<file path="config.mk">
export PLATFORM = sky130hd
export DESIGN_NAME = div_unit
export DESIGN_NICKNAME = d
export VERILOG_FILES = /design/src/rtl/div_unit_pkg.sv /design/src/rtl/div_unit.sv
export SDC_FILE = /design/constraint.sdc
export NUM_CORES = 1
export LEC_CHECK = 0
export BUFFER_PORTS_ARGS = -buffer_cell sky130_fd_sc_hd__buf_2
export CORE_MARGIN = 3
export CORE_UTILIZATION = 27
export CTS_BUF_LIST = sky130_fd_sc_hd__clkbuf_4 sky130_fd_sc_hd__clkbuf_8 sky130_fd_sc_hd__clkbuf_16
export DETAILED_ROUTE_END_ITERATION = 6
export PLACE_DENSITY = 0.41
export SYNTH_ARGS = -nofsm -noshare
export SYNTH_HDL_FRONTEND = slang
export SYNTH_SLANG_ARGS = --single-unit
</file>
<file path="constraint.sdc">
create_clock -name clk -period 9.2 [get_ports clk]
set_clock_uncertainty 0.1 [all_clocks]
set_input_delay 0 -clock clk [delete_from_list [all_inputs] [get_ports clk]]
set_output_delay 0 -clock clk [all_outputs]
set_load 0.02 [all_outputs]
</file>
<file path="src/rtl/div_unit_pkg.sv">
// Shared encodings for the multi-cycle divider: FSM states and handshake levels.
// The state values match the DIV_* encodings used by the rest of the pipeline.
package div_unit_pkg;

    typedef enum logic [1:0] {
        DIV_IDLE   = 2'b00,
        DIV_BYZERO = 2'b01,
        DIV_ON     = 2'b10,
        DIV_END    = 2'b11
    } div_state_e;

    localparam logic DIV_RESULT_READY     = 1'b1;
    localparam logic DIV_RESULT_NOT_READY = 1'b0;
    localparam logic DIV_START            = 1'b1;
    localparam logic DIV_STOP             = 1'b0;

endpackage

</file>
<file path="src/rtl/div_unit.sv">
// Radix-2 restoring divider for MIPS DIV/DIVU; result = {remainder, quotient} for HI/LO.
// Handshake: EX holds start high until it samples ready=1, then drops start; annul aborts at any time.
module div_unit
    import div_unit_pkg::*;
#(
    parameter int WIDTH = 32,
    parameter int CNT_W = 6
) (
    input  logic               clk,
    input  logic               rst,
    input  logic               signed_div,
    input  logic [WIDTH-1:0]   div_num1,
    input  logic [WIDTH-1:0]   div_num2,
    input  logic               start,
    input  logic               annul,
    output logic [2*WIDTH-1:0] result,
    output logic               ready,
    output logic               stall
);

    localparam logic [CNT_W-1:0] LAST_STEP = CNT_W'(WIDTH - 1);

    div_state_e         state_q, state_d;
    logic [WIDTH-1:0]   quot_q;
    logic [WIDTH-1:0]   rem_q;
    logic [WIDTH-1:0]   divisor_q;
    logic [CNT_W-1:0]   cnt_q;
    logic               sign_q_q;
    logic               sign_r_q;
    logic [2*WIDTH-1:0] result_q;
    logic               ready_q;

    logic               accept;
    logic               keep_result;
    logic [WIDTH-1:0]   mag1;
    logic [WIDTH-1:0]   mag2;
    logic [WIDTH:0]     shifted;
    logic [WIDTH:0]     diff;
    logic               fits;
    logic [WIDTH-1:0]   quot_fix;
    logic [WIDTH-1:0]   rem_fix;

    assign accept      = (state_q == DIV_IDLE) && (start == DIV_START) && !annul;
    assign keep_result = !annul && (start == DIV_START);

    // Signed operands are divided as magnitudes; signs are reapplied in END.
    assign mag1 = (signed_div && div_num1[WIDTH-1]) ? -div_num1 : div_num1;
    assign mag2 = (signed_div && div_num2[WIDTH-1]) ? -div_num2 : div_num2;

    // The shifted remainder needs one extra bit before the compare.
    assign shifted = {rem_q, quot_q[WIDTH-1]};
    assign diff    = shifted - {1'b0, divisor_q};
    assign fits    = (shifted >= {1'b0, divisor_q});

    assign quot_fix = sign_q_q ? -quot_q : quot_q;
    assign rem_fix  = sign_r_q ? -rem_q  : rem_q;

    always_ff @(posedge clk) begin
        if (rst) begin
            state_q <= DIV_IDLE;
        end else begin
            state_q <= state_d;
        end
    end

    always_comb begin
        state_d = state_q;
        stall   = 1'b0;
        case (state_q)
            DIV_IDLE: begin
                if (accept) begin
                    stall   = 1'b1;
                    state_d = (div_num2 == '0) ? DIV_BYZERO : DIV_ON;
                end
            end
            DIV_BYZERO: begin
                stall   = 1'b1;
                state_d = DIV_END;
            end
            DIV_ON: begin
                stall = 1'b1;
                if (annul) begin
                    state_d = DIV_IDLE;
                end else if (cnt_q == LAST_STEP) begin
                    state_d = DIV_END;
                end
            end
            DIV_END: begin
                if (!keep_result) begin
                    state_d = DIV_IDLE;
                end
            end
            default: state_d = DIV_IDLE;
        endcase
    end

    always_ff @(posedge clk) begin
        if (rst) begin
            quot_q    <= '0;
            rem_q     <= '0;
            divisor_q <= '0;
            cnt_q     <= '0;
            sign_q_q  <= 1'b0;
            sign_r_q  <= 1'b0;
            result_q  <= '0;
            ready_q   <= DIV_RESULT_NOT_READY;
        end else begin
            case (state_q)
                DIV_IDLE: begin
                    ready_q <= DIV_RESULT_NOT_READY;
                    if (accept && (div_num2 != '0)) begin
                        quot_q    <= mag1;
                        divisor_q <= mag2;
                        rem_q     <= '0;
                        cnt_q     <= '0;
                        sign_q_q  <= signed_div && (div_num1[WIDTH-1] ^ div_num2[WIDTH-1]);
                        sign_r_q  <= signed_div && div_num1[WIDTH-1];
                    end
                end
                DIV_BYZERO: begin
                    quot_q   <= '0;
                    rem_q    <= '0;
                    sign_q_q <= 1'b0;
                    sign_r_q <= 1'b0;
                end
                DIV_ON: begin
                    if (!annul) begin
                        if (fits) begin
                            rem_q  <= diff[WIDTH-1:0];
                            quot_q <= {quot_q[WIDTH-2:0], 1'b1};
                        end else begin
                            rem_q  <= shifted[WIDTH-1:0];
                            quot_q <= {quot_q[WIDTH-2:0], 1'b0};
                        end
                        cnt_q <= cnt_q + CNT_W'(1);
                    end
                end
                DIV_END: begin
                    // The first END edge publishes the result; later edges rewrite the same value.
                    if (keep_result) begin
                        result_q <= {rem_fix, quot_fix};
                        ready_q  <= DIV_RESULT_READY;
                    end else begin
                        ready_q  <= DIV_RESULT_NOT_READY;
                    end
                end
                default: ready_q <= DIV_RESULT_NOT_READY;
            endcase
        end
    end

    assign result = result_q;
    assign ready  = ready_q;

endmodule

</file>
==> flow_summary.json, run 1 <==
{
  "core_mm2": 0.03910,
  "peakVddDrop_uv": 114.2,
  "ant_nets": 0,
  "synth_area_mm2": 0.01079,
  "finalSetupViolCount": 0,
  "p_comb_frac": 0.384,
  "synth-edff-count": 0,
  "cp-end-kind": "flop",
  "post_cts_buffers": 0,
  "ff2ff_path_depth": 10,
  "cp_max_fo": 35,
  "grt_max_degree": 115,
  "antenna_cells": 0,
  "antenna_found_initial": 0,
  "vias": 10045,
  "async_flop_share": 0,
  "drtIter0Drc": 709,
  "gp_congestion": 0.8512,
  "clock.fmax_mhz": 292.1,
  "powerDensity_mw_per_mm2": 209.5,
  "final_nets": 1632,
  "fp-row-count": 72,
  "holdWs_ns": 0.003478,
  "setup_slack_ns": 5.777,
  "dp_slack_ns": 5.809,
  "min_to": "ready$_SDFFE_PP0P_",
  "die_x_um": 205.9,
  "finalCritPeriodShare": 0.3721,
  "required_ns": 9.47,
  "postSynthCellCount": 1382,
  "clock_latency_ns": 0.45,
  "final_cell_mix": "182 x nor2_1, 171 x dfxtp_1, 133 x buf_2",
  "r2r-start": "rem_q[19]$_SDFFE_PP0P_",
  "design.die.area_mm2": 0.04239,
  "clock_path_buffers": 2,
  "reg2reg_slack_ns": 5.78,
  "cts_tree": "built",
  "cp.arrival_ns": 3.70,
  "drv_cap": 0,
  "wire_per_inst_um": 17.11,
  "synth_top_flop_cell": "dfxtp_1",
  "ys_warn_count": 0,
  "layout_commonest_cell": "nor2_1",
  "ys_ff_latch": 171,
  "start_kind": "flop",
  "portBuffers": 134,
  "p_switching_mw": 1.098,
  "tightest_slew_ns": 1.199,
  "finalHoldViolCount": 0,
  "io-pin-count": 135,
  "grt_pass1_wl_mm": 54.47,
  "grt-ovfl-total": 0,
  "min_period_ns": 3.423,
  "synth_top_area_frac": 0.3173,
  "cts_resized": 0,
  "p_leak_nw": 5.050,
  "grt_pass1_vias": 9249,
  "syn-num-nets": 1493,
  "slew_headroom": 0.1997,
  "tns_ns": 0,
  "seqPwrFrac": 0.348,
  "syn2layout_area_growth_pct": 20.69,
  "die_y_um": 205.9,
  "slew_viol_final": 0,
  "cts_sinks": 171,
  "place_hpwl_mm": 26.30,
  "cts_root_buf": "clkbuf_16",
  "yosys-top-cells-area": "dfxtp_1 32%, xor2_1 7.6%, nor2_1 6.3%, a211oi_1 6.3%, ha_1 4.8%",
  "start_util": 0.2760,
  "rsz0062_at_grt": "false",
  "cts_htree_levels": 4,
  "synth_top_area_cell": "dfxtp_1",
  "multi_input_area_mm2": 0.006842,
  "synth_cell_types": 70,
  "wl_mm": 35.10,
  "holdPathStages": 2,
  "hold_class": "in -> reg",
  "drt_first_pass_iters": 5,
  "worstReg2RegEnd": "rem_q[21]$_SDFFE_PP0P_",
  "syn_area_per_cell_um2": 7.807,
  "vias_per_cell": 4.898,
  "fillCellCount": 4242,
  "post-route-util": 0.3330,
  "p_int_mw": 1.630,
  "track_usage": 0.1631,
  "switching_share": 0.4025,
  "drive_gt1_frac": 0.1252,
  "p_clk_frac": 0.269,
  "seq_area_mm2": 0.003423,
  "seq_area_frac_synth": 0.3173,
  "status": "complete, no violations",
  "path_class": "reg -> reg",
  "cts.clk_slew.worst_paths_ns": 0.08,
  "drc": 0,
  "cts_made_buffers": 17,
  "hold_start": "rst"
}
[worst max-delay path, stage by stage (launching register included)]
cell       delay, ns
dfxtp_1         0.49
ha_1            0.38
a2111oi_0       0.46
o21ai_0         0.16
a311oi_1        0.30
nor2_1          0.09
a21oi_1         0.42
o211ai_1        0.13
buf_4           0.32
or3_1           0.41
o211ai_1        0.09
[worst max path at each step]
stage                           startpoint                      end  slack [ns]
global placement              div_num2[10]  quot_q[31]$_SDFFE_PP0P_        5.80
CTS                           div_num2[10]   quot_q[0]$_SDFFE_PP0P_        5.75
finish              rem_q[19]$_SDFFE_PP0P_   rem_q[21]$_SDFFE_PP0P_        5.78
global route                  div_num2[11]   quot_q[0]$_SDFFE_PP0P_        5.38
detailed placement            div_num2[10]   quot_q[1]$_SDFFE_PP0P_        5.81
floorplan           rem_q[19]$_SDFFE_PP0P_   rem_q[30]$_SDFFE_PP0P_        6.28
[registers in the layout, summed over array words and instances (netlist names)]
| signal | cells |
|---|---|
| result | 64 |
| divisor_q | 32 |
| quot_q | 32 |
| rem_q | 32 |
| cnt_q | 6 |
| state_q | 2 |
| ready | 1 |
| sign_q_q | 1 |
| sign_r_q | 1 |
[cell families after synthesis]
group,Yosys count,synth area share
buffers and inverters,140,0.04998
AO/OA/AOI/OAI,393,0.2450
XOR/XNOR,145,0.1177
multiplexers,25,0.02319
adder cells (fa/ha/maj),42,0.04940
AND/OR/NAND/NOR,466,0.1974
flip-flops,171,0.3173
[synthesized netlist by cell type (9+ instances only)]
master    count
a211oi_1     90
a21o_1       17
a21oi_1      83
a221oi_1     16
a31oi_1      13
and3_1       10
clkbuf_1     64
dfxtp_1     171
ha_1         41
inv_1        61
mux2i_1      25
nand2_1     123
nand3_1      22
nand4_1      12
nor2_1      182
nor3_1       48
nor4_1        9
o21ai_0      82
o31ai_1      23
o41ai_1      13
or4_1        12
xnor2_1      51
xor2_1       94
[cell type report]
class | instances | share of cell area
sequential | 171 | 0.2629
tap | 518 | 0.04977
multi-input combinational | 1071 | 0.5254
clock inverter | 13 | 0.01095
clock buffer | 18 | 0.03325
timing repair buffer | 199 | 0.1001
inverter | 61 | 0.01758
[timing repair]
item | in CTS | in global routing
setup endpoints to repair | 0 | 0
hold endpoints to repair | 52 | 0
hold buffers | 57 | 0
[per-layer routing]
layer,part of all wire,up-vias,wire (um),global-route usage
li1,-,5250,-,-
met3,0.036,12,1269,0.02741
met5,0,-,0,0
met4,0.0066,0,231,0.03079
met2,0.37,191,13100,0.2080
met1,0.58,4592,20500,0.2758
[through the flow]
stage          total power, mW  cells  area, um2
3_5_place_dp             1.989   1963      11880
3_3_place_gp             1.989   1963      11880
2_1_floorplan            1.691   1382      10790
5_1_grt                  2.911   2051      13020
6_report                 2.728   2051      13020
4_1_cts                  2.752   2051      13020
[power by group through the flow]
stage                     combinational [mW]  clock [mW]  sequential [mW]
after floorplan                        0.770           0            0.921
after global placement                  1.03           0            0.960
after detailed placement                1.03           0            0.963
after CTS                               1.05       0.758            0.946
after global routing                    1.17       0.784            0.961
final                                   1.05       0.732            0.949
(Power assumes the default switching activity.)
==> run 2, diff against run 1 <==
--- a/config.mk
+++ b/config.mk
@@ -5,6 +5,7 @@
 export SDC_FILE = /design/constraint.sdc
 export NUM_CORES = 1
 export LEC_CHECK = 0
+export ABC_AREA = 1
 export BUFFER_PORTS_ARGS = -buffer_cell sky130_fd_sc_hd__buf_2
 export CORE_MARGIN = 3
 export CORE_UTILIZATION = 27
==> constraint.sdc (replaced) <==
create_clock -name clk -period 3.5 [get_ports clk]
set_clock_uncertainty 0.1 [all_clocks]
set_input_delay 0 -clock clk [delete_from_list [all_inputs] [get_ports clk]]
set_output_delay 0 -clock clk [all_outputs]
set_load 0.02 [all_outputs]
==> run 2 against run 1 <==
Global-route usage increased by 3.1 points. Critical endpoint is now divisor_q[31]$_SDFFE_PP0P_. First-iteration DRC count is 32% higher. Register-to-register slack worse by 5.1 ns.
==> flow_summary.json, run 2 <==
{
  "ys_ff_latch": 171,
  "wire_per_inst_um": 16.78,
  "tns_ns": 0,
  "wl_mm": 48.96,
  "endpoint": "divisor_q[31]$_SDFFE_PP0P_",
  "synth_area_mm2": 0.01283,
  "async_flop_share": 0,
  "grt-ovfl-total": 0,
  "ant_nets": 0,
  "fp-row-count": 79,
  "final_cell_mix": "507 x nand2_1, 330 x inv_1, 209 x nor2_1",
  "synthAdderAreaFrac": 0.04153,
  "synth_top_area_frac": 0.2667,
  "power_mw": 6.735,
  "slew_viol_final": 0,
  "start_util": 0.2745,
  "postSynthCellCount": 2131,
  "cp_num_buf_inv": 4,
  "largest_reg_flops": 64,
  "cp-end-kind": "flop",
  "final_nets": 2408,
  "p_comb_frac": 0.345,
  "r2r-start": "rem_q[26]$_SDFFE_PP0P_",
  "drtIter0Drc": 935,
  "clock.fmax_mhz": 335.4,
  "synth_top_flop_cell": "dfxtp_1",
  "ctsHoldBuffers": 66,
  "yosys-top-cells-area": "dfxtp_1 27%, nand2_1 15%, inv_1 9.7%, nand3_1 7.3%, a21oi_1 6.8%",
  "track_usage": 0.1938,
  "hold_class": "in -> reg",
  "portBuffers": 134,
  "synth_compound_area_frac": 0.1762,
  "antenna_cells": 0,
  "drc": 0,
  "cp.depth": 12,
  "rsz0062_at_grt": "false",
  "antenna_found_initial": 1,
  "cts_htree_levels": 4,
  "worstReg2RegEnd": "rem_q[16]$_SDFFE_PP0P_",
  "synth-edff-count": 0,
  "crit_start": "div_num2[3]",
  "cts.clk_slew.worst_paths_ns": 0.07,
  "fillCellCount": 5288,
  "slew_headroom": 0.4556,
  "dpl-instance-area_mm2": 0.01412,
  "place_hpwl_mm": 38.78,
  "design.die.area_mm2": 0.05019,
  "post-route-util": 0.3299,
  "crit_path_cell_trace": "dlygate4sd3_1 > buf_2 > or2_2 > nor2_1 > nand2_1 > nor2_1 > nand3_1 > nor2_1 > nand3_1 > dlygate4sd3_1 > a21oi_1 > dlygate4sd3_1",
  "switching_share": 0.3972,
  "syn_area_per_cell_um2": 6.023,
  "clock_path_buffers": 2,
  "seq_area_mm2": 0.003423,
  "core_mm2": 0.04675,
  "drt_first_pass_iters": 5,
  "cts_sinks": 171,
  "grt_pass1_wl_mm": 75.64,
  "p_switching_mw": 2.675,
  "grt_max_degree": 115,
  "holdWs_ns": 0.07766,
  "post_cts_buffers": 0,
  "gp_congestion": 0.8568,
  "start_kind": "primary input",
  "cts_made_buffers": 17,
  "p_leak_nw": 7.554,
  "vias_per_cell": 4.735,
  "finalHoldViolCount": 0,
  "setup_slack_ns": 0.5184,
  "required_ns": 3.80,
  "io-pin-count": 135,
  "die_x_um": 224.0,
  "drv_cap": 0,
  "syn-num-nets": 2242,
  "slowest_delay_ns": 0.56,
  "synth_top_family_by_area": "simple AND/OR/NAND/NOR gates",
  "synth-simple-area-share": 0.3338,
  "cts_tree": "built",
  "finalInstanceArea_mm2": 0.01542,
  "cp.arrival_ns": 3.28,
  "die_y_um": 224.0,
  "synth_xor_area_frac": 0.05323,
  "ff2ff_path_depth": 12,
  "cts_root_buf": "clkbuf_16",
  "vias": 13813,
  "seq_area_frac_synth": 0.2667,
  "p_clk_frac": 0.316,
  "powerDensity_mw_per_mm2": 436.7,
  "cp_slowest_cell": "dlygate4sd3_1",
  "grt_pass1_vias": 12898,
  "final-instance-count-excl-fill": 2917,
  "clock_latency_ns": 0.46,
  "finalCritPeriodShare": 0.8519,
  "yosys-mux-area-fraction": 0,
  "cp_max_fo": 4,
  "path_class": "in -> reg",
  "finalSetupViolCount": 0,
  "dp_cells": 2819,
  "reg2reg_slack_ns": 0.71,
  "drive_gt1_frac": 0.09870,
  "ys_warn_count": 0,
  "crit_family": "buffers and inverters",
  "p_int_mw": 4.060,
  "synth_most_common_cell": "nand2_1",
  "synth_common_cells": "507 x nand2_1, 331 x inv_1, 210 x nor2_1, 186 x nand3_1, 175 x a21oi_1",
  "min_period_ns": 2.982,
  "tightest_slew_ns": 0.8156,
  "synth_cell_types": 45,
  "dp_slack_ns": 0.7931,
  "syn2layout_area_growth_pct": 20.16,
  "layout_commonest_cell": "nand2_1",
  "peakVddDrop_uv": 250.3,
  "synth_top_area_cell": "dfxtp_1",
  "seqPwrFrac": 0.338,
  "multi_input_area_mm2": 0.007774,
  "cts_resized": 0,
  "status": "complete, no violations"
}
-- run 2: changes by cell type after synthesis, sizes merged, moves of 85 or more --
cell / change
nand2: +388
inv: +273
nand3: +165
a21oi: +91
a211oi: -85
o21ai: +85
-- run 2: cells by family (layout without fill, tap and decap cells) --
logic type | Yosys count | after routing
xor+xnor | 78 | 78
buf+inv | 416 | 595
compound gates | 412 | 412
simple gates | 1012 | 1012
fa+ha+maj | 42 | 42
flops | 171 | 171
-- run 2: worst reg2reg max path, cell delays in order (launching register included) --
cell and delay, ns:
dfxtp_1 0.49, ha_1 0.36, nand2_1 0.18, inv_1 0.05
nand2_1 0.06, nand2_1 0.06, a21oi_1 0.23, nand2_1 0.10
nor2_2 0.14, buf_4 0.37, nand3b_1 0.27, nand3_1 0.17
a21oi_1 0.07
-- run 2: area by class of cell --
class / instances / share of cell area
Inverter: 337 / 0.08227
Tap cell: 607 / 0.04925
Timing Repair Buffer: 226 / 0.1006
Clock inverter: 14 / 0.01339
Multi-Input combinational cell: 1544 / 0.5041
Clock buffer: 18 / 0.02848
Sequential cell: 171 / 0.2220
-- run 2: power groups by stage --
stage / Combinational, mW / Sequential (mW) / Clock, mW
3_5_place_dp: 2.24 / 2.32 / 0
5_1_grt: 2.62 / 2.30 / 2.26
2_1_floorplan: 1.63 / 2.24 / 0
4_1_cts: 2.31 / 2.27 / 2.20
6_report: 2.33 / 2.28 / 2.13
3_3_place_gp: 2.26 / 2.31 / 0
-- run 2: worst min-delay path by stage --
stage                 start                    endpoint  depth (start not counted)
6_report       div_num1[10]     quot_q[10]$_SDFFE_PP0P_                          6
3_5_place_dp    div_num2[0]   divisor_q[0]$_SDFFE_PP0P_                          3
5_1_grt        div_num1[10]     quot_q[10]$_SDFFE_PP0P_                          5
2_1_floorplan  div_num2[31]  divisor_q[31]$_SDFFE_PP0P_                          2
4_1_cts        div_num1[10]     quot_q[10]$_SDFFE_PP0P_                          6
3_3_place_gp    div_num2[0]   divisor_q[0]$_SDFFE_PP0P_                          3
-- run 2: per-layer routing --
layer  vias to the layer above  share of wire  GRT usage  wire length [um]
met4                         0          0.010    0.03714               495
met5                         -              0          0                 0
met1                      6267           0.55     0.3065             26750
met2                       314           0.40     0.2737             19570
li1                       7202              -          -                 -
met3                        30          0.044    0.03027              2138
